### src/rtl/clock_domain_pkg.sv
// Shared types and sizing helpers for the toggle-based clock domain adapter.
package clock_domain_pkg;

  // Source-side sequencing states.
  typedef enum logic [1:0] {
    ST_IDLE     = 2'd0,
    ST_HOLD     = 2'd1,
    ST_WAIT_ACK = 2'd2
  } sender_state_t;

  // Bits needed for a down-counter that is loaded with (num_cycles - 1).
  function automatic int unsigned cnt_width(input int unsigned num_cycles);
    return (num_cycles < 2) ? 1 : $clog2(num_cycles);
  endfunction

  function automatic int unsigned max_u(input int unsigned a, input int unsigned b);
    return (a > b) ? a : b;
  endfunction

endpackage

### src/rtl/bit_synchronizer.sv
// Two-flop synchronizer for a single slow-changing level (e.g. a toggle).
module bit_synchronizer (
  input  logic CLK,
  input  logic RESET,
  input  logic SYNC_IN,
  output logic SYNC_OUT
);

  logic meta_q;
  logic sync_q;

  // First flop may go metastable; second flop gives the resolved level.
  always_ff @(posedge CLK) begin
    if (RESET) begin
      meta_q <= 1'b0;
      sync_q <= 1'b0;
    end else begin
      meta_q <= SYNC_IN;
      sync_q <= meta_q;
    end
  end

  assign SYNC_OUT = sync_q;

endmodule

### src/rtl/clock_domain_sender.sv
// Source side of the toggle-based clock domain adapter. Turns a valid/ready
// stream into rate-limited CHANGE_FLAG_OUT pulses with DATA_OUT held stable,
// optionally waiting for an acknowledge toggle from the destination domain.
module clock_domain_sender
  import clock_domain_pkg::*;
#(
  parameter int unsigned DATA_WIDTH     = 12,
  parameter int unsigned HOLD_CYCLES    = 8,
  parameter bit          USE_ACK        = 1'b0,
  parameter int unsigned ACK_TIMEOUT    = 255,
  parameter bit          OVERWRITE      = 1'b1,
  parameter int unsigned DROP_CNT_WIDTH = 16
) (
  input  logic                      CLK,
  input  logic                      RESET,
  input  logic                      IN_VALID,
  output logic                      IN_READY,
  input  logic [DATA_WIDTH-1:0]     IN_DATA,
  output logic                      CHANGE_FLAG_OUT,
  output logic [DATA_WIDTH-1:0]     DATA_OUT,
  input  logic                      ACK_TOGGLE_IN,
  output logic                      BUSY,
  output logic                      TIMEOUT,
  output logic [DROP_CNT_WIDTH-1:0] DROP_COUNT
);

  // One shared down-counter serves both the hold window and the ack timeout.
  localparam int unsigned TIMER_W = cnt_width(max_u(HOLD_CYCLES, ACK_TIMEOUT));
  localparam logic [TIMER_W-1:0] HOLD_LOAD = TIMER_W'(HOLD_CYCLES - 1);
  localparam logic [TIMER_W-1:0] ACK_LOAD  = TIMER_W'(ACK_TIMEOUT - 1);
  localparam logic [DROP_CNT_WIDTH-1:0] DROP_MAX = {DROP_CNT_WIDTH{1'b1}};

  sender_state_t             state_q, state_d;
  logic [TIMER_W-1:0]        timer_q, timer_d;
  logic                      pend_valid_q, pend_valid_d;
  logic [DATA_WIDTH-1:0]     pend_data_q, pend_data_d;
  logic [DATA_WIDTH-1:0]     data_q, data_d;
  logic                      flag_q, flag_d;
  logic                      timeout_q, timeout_d;
  logic                      req_q, req_d;
  logic [DROP_CNT_WIDTH-1:0] drop_q, drop_d;

  logic                      ack_sync;
  logic                      in_ready;
  logic                      accept;
  logic                      send;
  logic [DATA_WIDTH-1:0]     send_word;

  bit_synchronizer u_ack_sync (
    .CLK      (CLK),
    .RESET    (RESET),
    .SYNC_IN  (ACK_TOGGLE_IN),
    .SYNC_OUT (ack_sync)
  );

  // Ready: always in IDLE; elsewhere only while the pending slot can take a word.
  always_comb begin
    in_ready = 1'b0;
    if (!RESET) begin
      if (state_q == ST_IDLE) begin
        in_ready = 1'b1;
      end else begin
        in_ready = !pend_valid_q || OVERWRITE;
      end
    end
  end

  assign accept = IN_VALID && in_ready;

  // Next-state logic: sequencing, pending slot, drop counter and send.
  always_comb begin
    state_d      = state_q;
    timer_d      = timer_q;
    pend_valid_d = pend_valid_q;
    pend_data_d  = pend_data_q;
    data_d       = data_q;
    flag_d       = 1'b0;
    timeout_d    = 1'b0;
    req_d        = req_q;
    drop_d       = drop_q;
    send         = 1'b0;
    send_word    = pend_data_q;

    unique case (state_q)
      ST_IDLE: begin
        if (pend_valid_q) begin
          // Oldest word goes first; a simultaneous input refills the slot.
          send         = 1'b1;
          send_word    = pend_data_q;
          pend_valid_d = accept;
          if (accept) begin
            pend_data_d = IN_DATA;
          end
        end else if (accept) begin
          send      = 1'b1;
          send_word = IN_DATA;
        end
      end

      ST_HOLD: begin
        if (timer_q == '0) begin
          if (USE_ACK) begin
            state_d = ST_WAIT_ACK;
            timer_d = ACK_LOAD;
          end else begin
            state_d = ST_IDLE;
          end
        end else begin
          timer_d = timer_q - 1'b1;
        end
      end

      ST_WAIT_ACK: begin
        if (ack_sync == req_q) begin
          state_d = ST_IDLE;
        end else if (timer_q == '0) begin
          // Give up and adopt the destination's level so a late ack is a no-op.
          state_d   = ST_IDLE;
          timeout_d = 1'b1;
          req_d     = ack_sync;
        end else begin
          timer_d = timer_q - 1'b1;
        end
      end

      default: begin
        state_d = ST_IDLE;
      end
    endcase

    // Input arriving while busy lands in the single pending slot.
    if ((state_q != ST_IDLE) && accept) begin
      if (pend_valid_q && (drop_q != DROP_MAX)) begin
        drop_d = drop_q + 1'b1;
      end
      pend_valid_d = 1'b1;
      pend_data_d  = IN_DATA;
    end

    if (send) begin
      data_d  = send_word;
      flag_d  = 1'b1;
      timer_d = HOLD_LOAD;
      state_d = ST_HOLD;
      // With ack enabled, toggle relative to the destination's current level so
      // an ack that straggled in while idle cannot satisfy the new request.
      req_d   = USE_ACK ? ~ack_sync : ~req_q;
    end
  end

  // State register with synchronous reset discarding everything in flight.
  always_ff @(posedge CLK) begin
    if (RESET) begin
      state_q      <= ST_IDLE;
      timer_q      <= '0;
      pend_valid_q <= 1'b0;
      pend_data_q  <= '0;
      data_q       <= '0;
      flag_q       <= 1'b0;
      timeout_q    <= 1'b0;
      req_q        <= 1'b0;
      drop_q       <= '0;
    end else begin
      state_q      <= state_d;
      timer_q      <= timer_d;
      pend_valid_q <= pend_valid_d;
      pend_data_q  <= pend_data_d;
      data_q       <= data_d;
      flag_q       <= flag_d;
      timeout_q    <= timeout_d;
      req_q        <= req_d;
      drop_q       <= drop_d;
    end
  end

  assign IN_READY        = in_ready;
  assign CHANGE_FLAG_OUT = flag_q;
  assign DATA_OUT        = data_q;
  assign BUSY            = (state_q != ST_IDLE) || pend_valid_q;
  assign TIMEOUT         = timeout_q;
  assign DROP_COUNT      = drop_q;

endmodule

### config.mk
export PLATFORM = sky130hd
export DESIGN_NAME = clock_domain_sender
export DESIGN_NICKNAME = d
export VERILOG_FILES = /design/src/rtl/clock_domain_pkg.sv /design/src/rtl/bit_synchronizer.sv /design/src/rtl/clock_domain_sender.sv
export SDC_FILE = /design/constraint.sdc
export NUM_CORES = 1
export LEC_CHECK = 0
export BUFFER_PORTS_ARGS = -buffer_cell sky130_fd_sc_hd__buf_2
export CAP_MARGIN = 15
export CORE_UTILIZATION = 30
export DETAILED_ROUTE_END_ITERATION = 12
export SLEW_MARGIN = 20
export SYNTH_ARGS = -nofsm -noshare
export SYNTH_HDL_FRONTEND = slang
export SYNTH_HIERARCHICAL = 1
export SYNTH_SLANG_ARGS = --single-unit
### constraint.sdc
create_clock -name CLK -period 2.7 [get_ports CLK]
set_input_delay 0.27 -clock CLK [delete_from_list [all_inputs] [get_ports CLK]]
set_output_delay 0.27 -clock CLK [all_outputs]
set_load 0.01 [all_outputs]
==> run metrics <==
status=complete, no violations; met2 wire length=about 2.7 mm; final wirelength=just under 6 mm; Mapped Cells=between 200 and 300; worst slew pin tran=approximately 690 ps; worst hold path class=primary input to register; TritonCTS clock tree=done; register area=about 1100 um^2; detailed-route DRC error count=0; CTS Buf Count=5; total die area=9040 um^2; pwr dens=528 nW/um^2; Critical Path Sink Type=register; Avg Cell Area, Syn=a little over 9 um^2; MaxCap Viol Count=0; Netlist Area Pre-Place=between 2000 and 3000 um^2; # fillers=844; FMAX=0.473 GHz; H-tree Lvls=2; CP Launch Type=register; clk_skew=between 10 and 15 ps; Placement Rows=33; nets=351; layout overhead on the synthesized area=16.8%; Clock Path Buffers=2; Routed Antenna Nets=0; critical path type=register to register; Hold Violations, Final=0; Yosys reg bits=56; DP Wirelength=about 4.2 mm; ys async rst share=0; Die H=~95 um; # resized after CTS=0; post-CTS setup buffer count=0; first-pass GRT wire length=around 9.7 mm; # IOs=between 40 and 50; GRT Util Overall=0.137; Worst-Skew Late Latency=320 ps; commonest cells after routing, fill and taps aside=dfxtp_1 (56), buf_2 (47), mux2i_1 (31); CP peak stage delay=approximately 490 ps; post-synth cell types=49; CP max stage cell=and4bb_2; Final Critical Period=~2100 ps; sequential fraction of the synthesis area=0.431; CTS root buf=clkbuf_8; Worst EP arrival=2340 ps; Syn Nets=305; uppermost routed layer=met4; setup TNS=0 ps; Yosys warning count=6; crit path max fanout=10; worst vdd ir=0.349 mV; Clk pwr share=0.307; RSZ-0062 raised after global routing=no; Slew Limit Fails=0; antenna violations before repair=0; CP required=between 2000 and 3000 ps; DR WL/cell=between 10 and 15 um; CTS sink count=56; most common cell after layout, fill and taps aside=dfxtp_1; Sequential Power Share=0.551; clock-pin slew on the worst setup and hold paths=between 100 and 150 ps; final setup fails=0; total congestion overflow=0; share of layout cells above drive strength 1=0.221; CP Cell Sequence=inv_1, ha_1, and4bb_2, nand3_1, nor4b_1, mux2_2; Leak=1.21 nW; Initial Util=0.313; area of the multi-input gates=1380 um^2; largest net degree at the start of global routing=31; quantity of hold-fixing buffers added after cts=0; Top FF cell, synth=dfxtp_1; initial DRC count=88; DR vias=2,215; port bufs=47; Via density=between 5 and 6; Post-synth EDFFs=0; core area=between 8000 and 9000 um^2; Fin Hold WS=179 ps; slew margin rel.=0.543; Net Sw Frac=0.286; DR pass1 iterations=4; Final period util=0.784; routed wl met3=274 um; Combinational Power Share=0.142; Placer Congestion=about 0.77; sw power=about 0.00046 W; vias in the first global route=a little over 2,000; antenna cells=0; die width=95.1 um; met1 WL=2.86 mm; internal power=~0.0011 W
registers in the layout, summed over array words and instances, names as in the netlist:
name	flops
pend_data_q	12
pend_valid_q	1
DROP_COUNT	16
CHANGE_FLAG_OUT	1
req_q	1
u_ack_sync/meta_q	1
TIMEOUT	1
state_q	2
DATA_OUT	12
timer_q	8
u_ack_sync/SYNC_OUT	1
worst paths after layout:
path / startpoint / endpoint / slack [ps] / cells past startpoint
worst max-delay path: state_q[0] / DROP_COUNT[11] / 580 / 6
worst min-delay path: ACK_TOGGLE_IN / u_ack_sync/meta_q / 180 / 2
worst max register to register: state_q[0] / DROP_COUNT[11] / 580 / 6
worst min register to register: DATA_OUT[8] / DATA_OUT[8] / 460 / 2
layout make-up:
type / instances / area share
repair buffers: 50 / 0.0849
inverters: 12 / 0.0148
clock buffers: 5 / 0.0227
clock inverters: 3 / 0.00866
multi-input cells: 204 / 0.456
flip-flops and latches: 56 / 0.369
well taps: 105 / 0.0433
per-stage QoR:
step           instances  total power [W]  setup WS (ps)  cell area, um^2   util
2_1_floorplan        283          0.00106            773             2600      -
3_3_place_gp         427          0.00113            653             2940  0.354
3_5_place_dp         427          0.00113            577             2940  0.354
4_1_cts              435          0.00162            575             3030  0.365
5_1_grt              435          0.00169            459             3030  0.366
6_report             435          0.00160            584             3030  0.366
cell families (layout without fill, tap and decap cells):
family                   Yosys count  after routing  synth area share
XOR/XNOR                           1              1           0.00337
buffers and inverters             23             70            0.0371
adder cells (fa/ha/maj)            7              7            0.0327
multiplexers                      35             35             0.137
AO/OA/AOI/OAI                     53             53             0.133
AND/OR/NAND/NOR                  108            108             0.226
flip-flops                        56             56             0.431
Yosys cell counts, drive strengths merged, types with 3 or more instances:
library cell / n / area (um^2)
clkbuf: 8 / 30.0
o31ai: 4 / 35.0
o21ai: 15 / 75.1
a31oi: 3 / 18.8
o21a: 3 / 22.5
nor2b: 6 / 37.5
nor2: 23 / 86.3
or4: 5 / 37.5
dfxtp: 56 / 1120
mux2i: 31 / 310
inv: 12 / 45.0
nand4: 10 / 77.6
and3: 3 / 20.0
o41ai: 3 / 26.3
nand3: 8 / 45.0
nand2: 28 / 105
nor3: 5 / 25.0
a211oi: 4 / 30.0
or3: 5 / 31.3
nor4: 5 / 43.8
a21oi: 11 / 55.1
buf: 3 / 21.3
mux2: 4 / 45.0
ha: 6 / 75.1
power by group through the flow:
stage                     Clock [W]  Combinational (W)  Sequential, W
after CTS                  0.000511           0.000230       0.000883
after floorplan                   0           0.000157       0.000902
after global placement            0           0.000226       0.000901
final                      0.000492           0.000228       0.000883
after global routing       0.000541           0.000256       0.000889
after detailed placement          0           0.000229       0.000902
per-layer routing:
| metal | vias up | track usage |
|---|---|---|
| met5 | - | 0 |
| met4 | 0 | 0.0455 |
| met3 | 7 | 0.0335 |
| met2 | 42 | 0.218 |
| met1 | 1052 | 0.179 |
| li1 | 1114 | - |
worst max-delay path, delay by kind of cell (launching register included):
family | cells | cell delay, ps
adder cells (fa/ha/maj) | 1 | 270
buffers and inverters | 1 | 70
flip-flops | 1 | 350
multiplexers | 1 | 370
AND/OR/NAND/NOR | 3 | 960
Note: power is estimated with default switching activity, not from simulation.
